**src/rtl/dff_pipe_pkg.sv**
```systemverilog
// -----------------------------------------------------------------------------
// dff_pipe_pkg
//
// Shared helpers for the _dff_pipe_r register pipeline.
//   clog2()        : ceiling log2, used to size the occupancy counter
//                    (CNT_W = clog2(DEPTH + 1)).
//   depth_legal()  : elaboration-time legality check for the DEPTH parameter.
//   MIN_DEPTH      : smallest legal stage count.
// -----------------------------------------------------------------------------
package dff_pipe_pkg;

  localparam int MIN_DEPTH = 1;

  // Ceiling log2 for elaboration-time sizing. clog2(1) = 0, clog2(5) = 3.
  function automatic int clog2(input int value);
    int result;
    result = 0;
    for (int i = 0; i < 31; i++) begin
      if ((1 << i) < value) begin
        result = i + 1;
      end
    end
    return result;
  endfunction

  // A pipeline without stages has no output register to drive q from.
  function automatic bit depth_legal(input int depth);
    return depth >= MIN_DEPTH;
  endfunction

endpackage

```
**src/rtl/_dff_pipe_r_stage.sv**
```systemverilog
// -----------------------------------------------------------------------------
// _dff_pipe_stage
//
// One stage of the _dff_pipe_r pipeline: a WIDTH-bit data register plus its
// valid bit, both cleared by the asynchronous active-low reset.
//
// Ports
//   clk        in   rising-edge clock
//   reset_n    in   asynchronous active-low reset (clears data and valid)
//   load       in   take valid_in/data_in at the next edge
//   flush      in   clear the valid bit at the next edge; data is held
//   valid_in   in   valid bit from the previous stage (or the input transfer)
//   data_in    in   data from the previous stage (or the d port)
//   valid_out  out  registered valid bit
//   data_out   out  registered data
// -----------------------------------------------------------------------------
module _dff_pipe_stage #(
  parameter int WIDTH = 8
) (
  input  logic             clk,
  input  logic             reset_n,
  input  logic             load,
  input  logic             flush,
  input  logic             valid_in,
  input  logic [WIDTH-1:0] data_in,
  output logic             valid_out,
  output logic [WIDTH-1:0] data_out
);

  logic             valid_d;
  logic             valid_q;
  logic [WIDTH-1:0] data_d;
  logic [WIDTH-1:0] data_q;

  always_comb begin
    valid_d = valid_q;
    data_d  = data_q;
    if (flush) begin
      // Flush only invalidates; the data register keeps its old contents.
      valid_d = 1'b0;
    end else if (load) begin
      // Data follows the predecessor even when the incoming valid is 0,
      // so the data path needs no extra enable qualification.
      valid_d = valid_in;
      data_d  = data_in;
    end
  end

  always_ff @(posedge clk or negedge reset_n) begin
    if (!reset_n) begin
      valid_q <= 1'b0;
      data_q  <= '0;
    end else begin
      valid_q <= valid_d;
      data_q  <= data_d;
    end
  end

  assign valid_out = valid_q;
  assign data_out  = data_q;

endmodule

```
**src/rtl/_dff_pipe_r.sv**
```systemverilog
// -----------------------------------------------------------------------------
// _dff_pipe_r
//
// WIDTH x DEPTH register pipeline with valid/ready flow control, bubble
// collapsing and synchronous flush. Used as a delay/retiming element that
// tolerates downstream back-pressure without losing or duplicating words.
//
// Handshake: a word moves across an interface on a rising edge exactly when
// valid and ready are both 1 in the cycle before that edge. in_valid/d must be
// held by the producer until in_ready is seen; out_valid/q are held by this
// block until out_ready is seen. in_ready depends combinationally on
// out_ready (it ripples back through the stage chain) and is forced low
// while flush is high.
//
// Parameters
//   WIDTH  data bits per stage (>= 1)
//   DEPTH  number of register stages (>= 1)
//   CNT_W  derived width of count, clog2(DEPTH + 1)
//
// Ports
//   clk        in   rising-edge clock
//   reset_n    in   asynchronous active-low reset
//   flush      in   synchronous clear of every valid bit; no accept that cycle
//   in_valid   in   upstream word present on d
//   in_ready   out  block accepts d this cycle
//   d          in   input data
//   out_valid  out  q holds a valid word
//   out_ready  in   downstream accepts q this cycle
//   q          out  output data (last stage)
//   count      out  number of valid stages (registered)
//
// Build option
//   DFF_PIPE_COUNT_EN  when defined, the occupancy counter is built; when
//                      undefined, count is tied to zero.
// -----------------------------------------------------------------------------
module _dff_pipe_r
  import dff_pipe_pkg::*;
#(
  parameter  int WIDTH = 8,
  parameter  int DEPTH = 4,
  localparam int CNT_W = clog2(DEPTH + 1)
) (
  input  logic             clk,
  input  logic             reset_n,
  input  logic             flush,
  input  logic             in_valid,
  output logic             in_ready,
  input  logic [WIDTH-1:0] d,
  output logic             out_valid,
  input  logic             out_ready,
  output logic [WIDTH-1:0] q,
  output logic [CNT_W-1:0] count
);

  localparam bit DEPTH_OK = depth_legal(DEPTH);

  if (!DEPTH_OK) begin : g_depth_check
    $error("_dff_pipe_r: DEPTH must be at least 1");
  end

  logic             stage_valid [DEPTH];
  logic [WIDTH-1:0] stage_data  [DEPTH];
  logic [DEPTH-1:0] adv;
  logic             push;

  // adv[i] = ~v[i] | adv[i+1], with adv[DEPTH-1] = ~v[DEPTH-1] | out_ready.
  // Unrolled as "some stage at or after i is empty, or the output drains",
  // tracked with a running AND of the valid bits from the output end.
  always_comb begin
    logic full_tail;
    full_tail = 1'b1;
    adv       = '0;
    for (int i = DEPTH - 1; i >= 0; i--) begin
      full_tail = full_tail & stage_valid[i];
      adv[i]    = ~full_tail | out_ready;
    end
  end

  assign in_ready  = adv[0] & ~flush;
  assign push      = in_valid & in_ready;
  assign out_valid = stage_valid[DEPTH-1];
  assign q         = stage_data[DEPTH-1];

  for (genvar i = 0; i < DEPTH; i++) begin : g_stage
    logic             valid_src;
    logic [WIDTH-1:0] data_src;

    if (i == 0) begin : g_head
      // The head valid is the accepted transfer, not raw in_valid.
      assign valid_src = push;
      assign data_src  = d;
    end else begin : g_body
      assign valid_src = stage_valid[i-1];
      assign data_src  = stage_data[i-1];
    end

    _dff_pipe_stage #(
      .WIDTH (WIDTH)
    ) u_stage (
      .clk       (clk),
      .reset_n   (reset_n),
      .load      (adv[i]),
      .flush     (flush),
      .valid_in  (valid_src),
      .data_in   (data_src),
      .valid_out (stage_valid[i]),
      .data_out  (stage_data[i])
    );
  end

`ifdef DFF_PIPE_COUNT_EN
  logic             pop;
  logic [CNT_W-1:0] count_d;
  logic [CNT_W-1:0] count_q;

  assign pop = out_valid & out_ready;

  // Push and pop on the same edge cancel; flush wins over both and matches
  // the valid bits all clearing on that edge.
  always_comb begin
    count_d = count_q;
    if (flush) begin
      count_d = '0;
    end else begin
      count_d = count_q + CNT_W'(push) - CNT_W'(pop);
    end
  end

  always_ff @(posedge clk or negedge reset_n) begin
    if (!reset_n) begin
      count_q <= '0;
    end else begin
      count_q <= count_d;
    end
  end

  assign count = count_q;
`else
  assign count = '0;
`endif

endmodule

```
**config.mk**
```make
export PLATFORM = sky130hd
export DESIGN_NAME = _dff_pipe_r
export DESIGN_NICKNAME = d
export VERILOG_FILES = /design/src/rtl/dff_pipe_pkg.sv /design/src/rtl/_dff_pipe_r_stage.sv /design/src/rtl/_dff_pipe_r.sv
export SDC_FILE = /design/constraint.sdc
export NUM_CORES = 1
export LEC_CHECK = 0
export CAP_MARGIN = 20
export CORE_ASPECT_RATIO = 0.9
export CORE_UTILIZATION = 53
export CTS_CLUSTER_DIAMETER = 80
export DETAILED_ROUTE_END_ITERATION = 12
export PLACE_DENSITY = 0.88
export SETUP_SLACK_MARGIN = 0.5
export SLEW_MARGIN = 20
export SYNTH_ARGS = -nofsm -noshare
export SYNTH_HDL_FRONTEND = slang
export SYNTH_SLANG_ARGS = --single-unit
```
**constraint.sdc**
```tcl
create_clock -name clk -period 2.4 [get_ports clk]
set_clock_uncertainty 0.05 [all_clocks]
set_input_delay 0.24 -clock clk [delete_from_list [all_inputs] [get_ports clk]]
set_output_delay 0.24 -clock clk [all_outputs]
set_load 0.05 [all_outputs]
```
Word-level counts from Yosys, hierarchy flattened
Index checks and enable logic that the tools add are counted.
Word-level totals
  logic and storage cells: 38
  output and inout bits: 13
  input port bits: 13
  flip-flop bits (word level): 36
Cells by class
  bitwise logic cells: 14
  muxes and demuxes: 8
  reduce and logical (&&, ||, !) cells: 8
Operator list (number)
  1-bit 2-to-1 mux: 8
  2-bit AND reduction: 4
  2-bit nonzero test: 4
  1-bit bitwise AND: 5
  1-bit NOT: 5
  1-bit bitwise OR: 4

Logic depth before layout (Yosys ltp)
  depth in word-level cells: 9
  gate-level depth with buffers: 4
  mapped depth without buffers: 3

Modules after synthesis
Synthesis repeated with hierarchy kept, for this count alone.
Unflattened totals
  cells, all modules: 96
  area total of the unflattened synthesis: 1610.3 um^2
Modules (own cells, without submodules)
  _dff_pipe_stage: cells each 21, seq. area each 225.2 um^2, times used 4, area each 384.1 um^2
  _dff_pipe_r: cells each 12, seq. area each 0.0 um^2, times used 1, area each 73.8 um^2

Worst setup path before layout
Ideal clock, no wire load.
  path kind: register -> register
  start point: register g_stage[3].u_stage.valid_q
  end point: register g_stage[0].u_stage.data_q[0]
  period minus slack after synthesis: 2011 ps
  data required time: 2225 ps
  setup slack: 389 ps
  arrival time: 1836 ps
  buffers on the path: 1
  stages on the path, launching flop included: 5
  cell sequence: dfrtp_1 -> and4b_1 -> buf_2 -> a21oi_4 -> mux2_2
On the way
  longest elaborated chain between the ends: 6
Ends and longest elaborated chain
  start, declared: line _dff_pipe_r_stage.sv:31  | logic valid_q;
  start signal, assigned: line _dff_pipe_r_stage.sv:54  | valid_q <= valid_d;
  1-bit bitwise AND (3 in a row): line _dff_pipe_r.sv:74  | full_tail = full_tail & stage_valid[i];
  1-bit NOT: line _dff_pipe_r.sv:75  | adv[i] = ~full_tail | out_ready;
  1-bit bitwise OR: line _dff_pipe_r.sv:75
  2-bit AND reduction (no line)
  end signal, assigned: line _dff_pipe_r_stage.sv:55  | data_q <= data_d;
  end, declared: line _dff_pipe_r_stage.sv:33  | logic [WIDTH-1:0] data_q;
Every way passes these cells.
A chain may end at the register's enable or synchronous reset.

Worst setup path after layout
  start point: register g_stage[3].u_stage.valid_q
  end point: output port out_valid
RTL lines
  end, declared: line _dff_pipe_r.sv:49  | output logic out_valid,
No word-level cell between the ends.

==> qor.txt <==
mapped cell area - 1390 µm²
gr usage total - 17.3%
post-route cell area - 1740 µm²
Buf/Inv on CP - 1
CTS Sinks - 36
min cycle time layout - 1.79 ns
# fillers - 171
hold buffer count at CTS - 0
final worst slack - 0.609 ns
FF+latch area - 902 µm²
Worst R2R Start - g_stage[2].u_stage.valid_out
number of remaining DRC errors - 0
CTS tree - built
H-tree depth - 2
Max Clock Freq - 558 MHz
placed wire-length estimate - 1.53 mm
wire per inst - 14.4 µm
first-pass GRT wire length - 3.51 mm
Tcrit/Tclk final - 74.6%
vias per cell - 5.08
Worst Path Arrival - 1.50 ns
outcome - complete, no violations
worst-path maximum fanout - 3
number of global-route vias before repair - 716
Place WS - 0.506 ns
fin util - 70.7%
Max Root-Sink Buffers - 2
Final Hold Vio Count - 0
total grt overflow - 0
die height - 50.6 µm
n_diodes - 0
critical path's largest stage delay - 0.80 ns
Syn Inst Count - 88
WHS - 0.254 ns
initial antenna violation count - 0
cts repair resizes - 0
most frequent cells in the layout - dfrtp_1 (35), mux2_2 (32), clkdlybuf4s50_1 (21)
Area after DPL - 1640 µm²
Synth warnings - 0
area taken by multi-input logic gates - 463 µm²
Die Width - 56.0 µm
pwr dens - 875 nW/µm²
Worst setup EP type - output port
Setup crit start - g_stage[3].u_stage.valid_out
CTS buffer count - 5
die area - 2830 µm²
HP Class - in2async
RSZ-0062 raised after global routing - false
Placeable Area - 2470 µm²
Ports - 26
Final GP Congestion - 0.744
num rows - 17
Post-CTS Setup Bufs - 0
Worst VDD drop - 694 µV
Seq cells post-synth - 36
Worst-path clk slew - 0.11 ns
crit-path cells - clkdlybuf4s50_1
Leakage - 0.753 nW
CP max-delay cell - clkdlybuf4s50_1
CTS Root Cell - clkbuf_4
Initial Utilization - 56.3%
CP delay by family, top - buffers and inverters
DR iter-0 viols - 19
CP required - 2.11 ns
largest net degree at the start of global routing - 37
via count - 752
Syn-to-layout area delta - 25.6%
number of port buffers - 22
Setup Viol. Count Final - 0
most common cell after layout, fill and taps aside - dfrtp_1
share of cells above drive strength 1 - 41.7%
Routed Antenna Nets - 0
count of final max-slew check failures - 0
final-stage net count - 132
Final Routed Wirelength - 2.13 mm
count of cell types in the netlist - 13
Initial DRT Pass Iterations - 4
total negative setup slack - 0 ns
Startpoint Class - flip-flop
max cap viols - 0
Synth Area per Inst - 15.8 µm²
kind of critical path - reg2out
Worst-Skew Late Latency - 0.33 ns
Seq/Total Area, Yosys - 64.9%
-- report_power, final --
part,internal (mW),leakage (nW),switching [mW]
Sequential,0.702,0.428,0.0523
Combinational,0.162,0.283,0.203
Clock,0.218,0.0422,0.189
-- path summary, 6_finish.rpt --
check / endpoint / slack [ns] / cells after the start
min in group clk: g_stage[0].u_stage.valid_out / 0.45 / 3
hold reg to reg: g_stage[2].u_stage.valid_out / 0.45 / 2
hold / removal: g_stage[3].u_stage.data_out[4] / 0.25 / 2
setup reg to reg: g_stage[0].u_stage.data_out[7] / 0.75 / 4
max in group asynchronous: g_stage[3].u_stage.valid_out / 1.72 / 2
setup / recovery: out_valid / 0.61 / 1
-- final cells by class --
cell class / instances / share of cell area (%)
timing repair buffer: 27 / 15.4
clock buffer: 6 / 2.37
clock inverter: 2 / 2.01
sequential: 36 / 51.7
multi-input combinational: 49 / 26.5
tap: 28 / 2.01
-- synthesized netlist by cell type, drive strengths merged --
library cell,count,area (µm²)
mux2,32,360
a21oi,4,35.0
conb,1,3.75
nor2b,1,6.26
nor2,8,40.0
and4b,1,10.0
dfrtp,36,901
buf,5,32.5
-- registers in the layout (all words and copies together) (netlist names) --
register / cells
g_stage.u_stage.valid_out: 4
g_stage.u_stage.data_out: 32
-- routing by layer --
metal	share of wire (%)	global-route usage (%)	routed length, µm
met1	44	21.7	944
met2	50	26.4	1060
met3	4.8	6.96	102
met4	1.4	8.54	29
met5	0	0	0
-- logic make-up after synthesis --
logic type	Yosys count	synth area share (%)
compound gates	4	2.52
buf+inv	5	2.34
flops	36	64.9
mux	32	25.9
other cells	1	0.270
simple gates	10	4.05
-- stage by stage --
step | instances | total power [mW]
after floorplan | 90 | 0.997
after global placement | 136 | 1.11
after detailed placement | 136 | 1.13
after CTS | 144 | 1.53
after global routing | 148 | 1.60
final | 148 | 1.53
No activity file was read; power rests on OpenSTA's default activity.
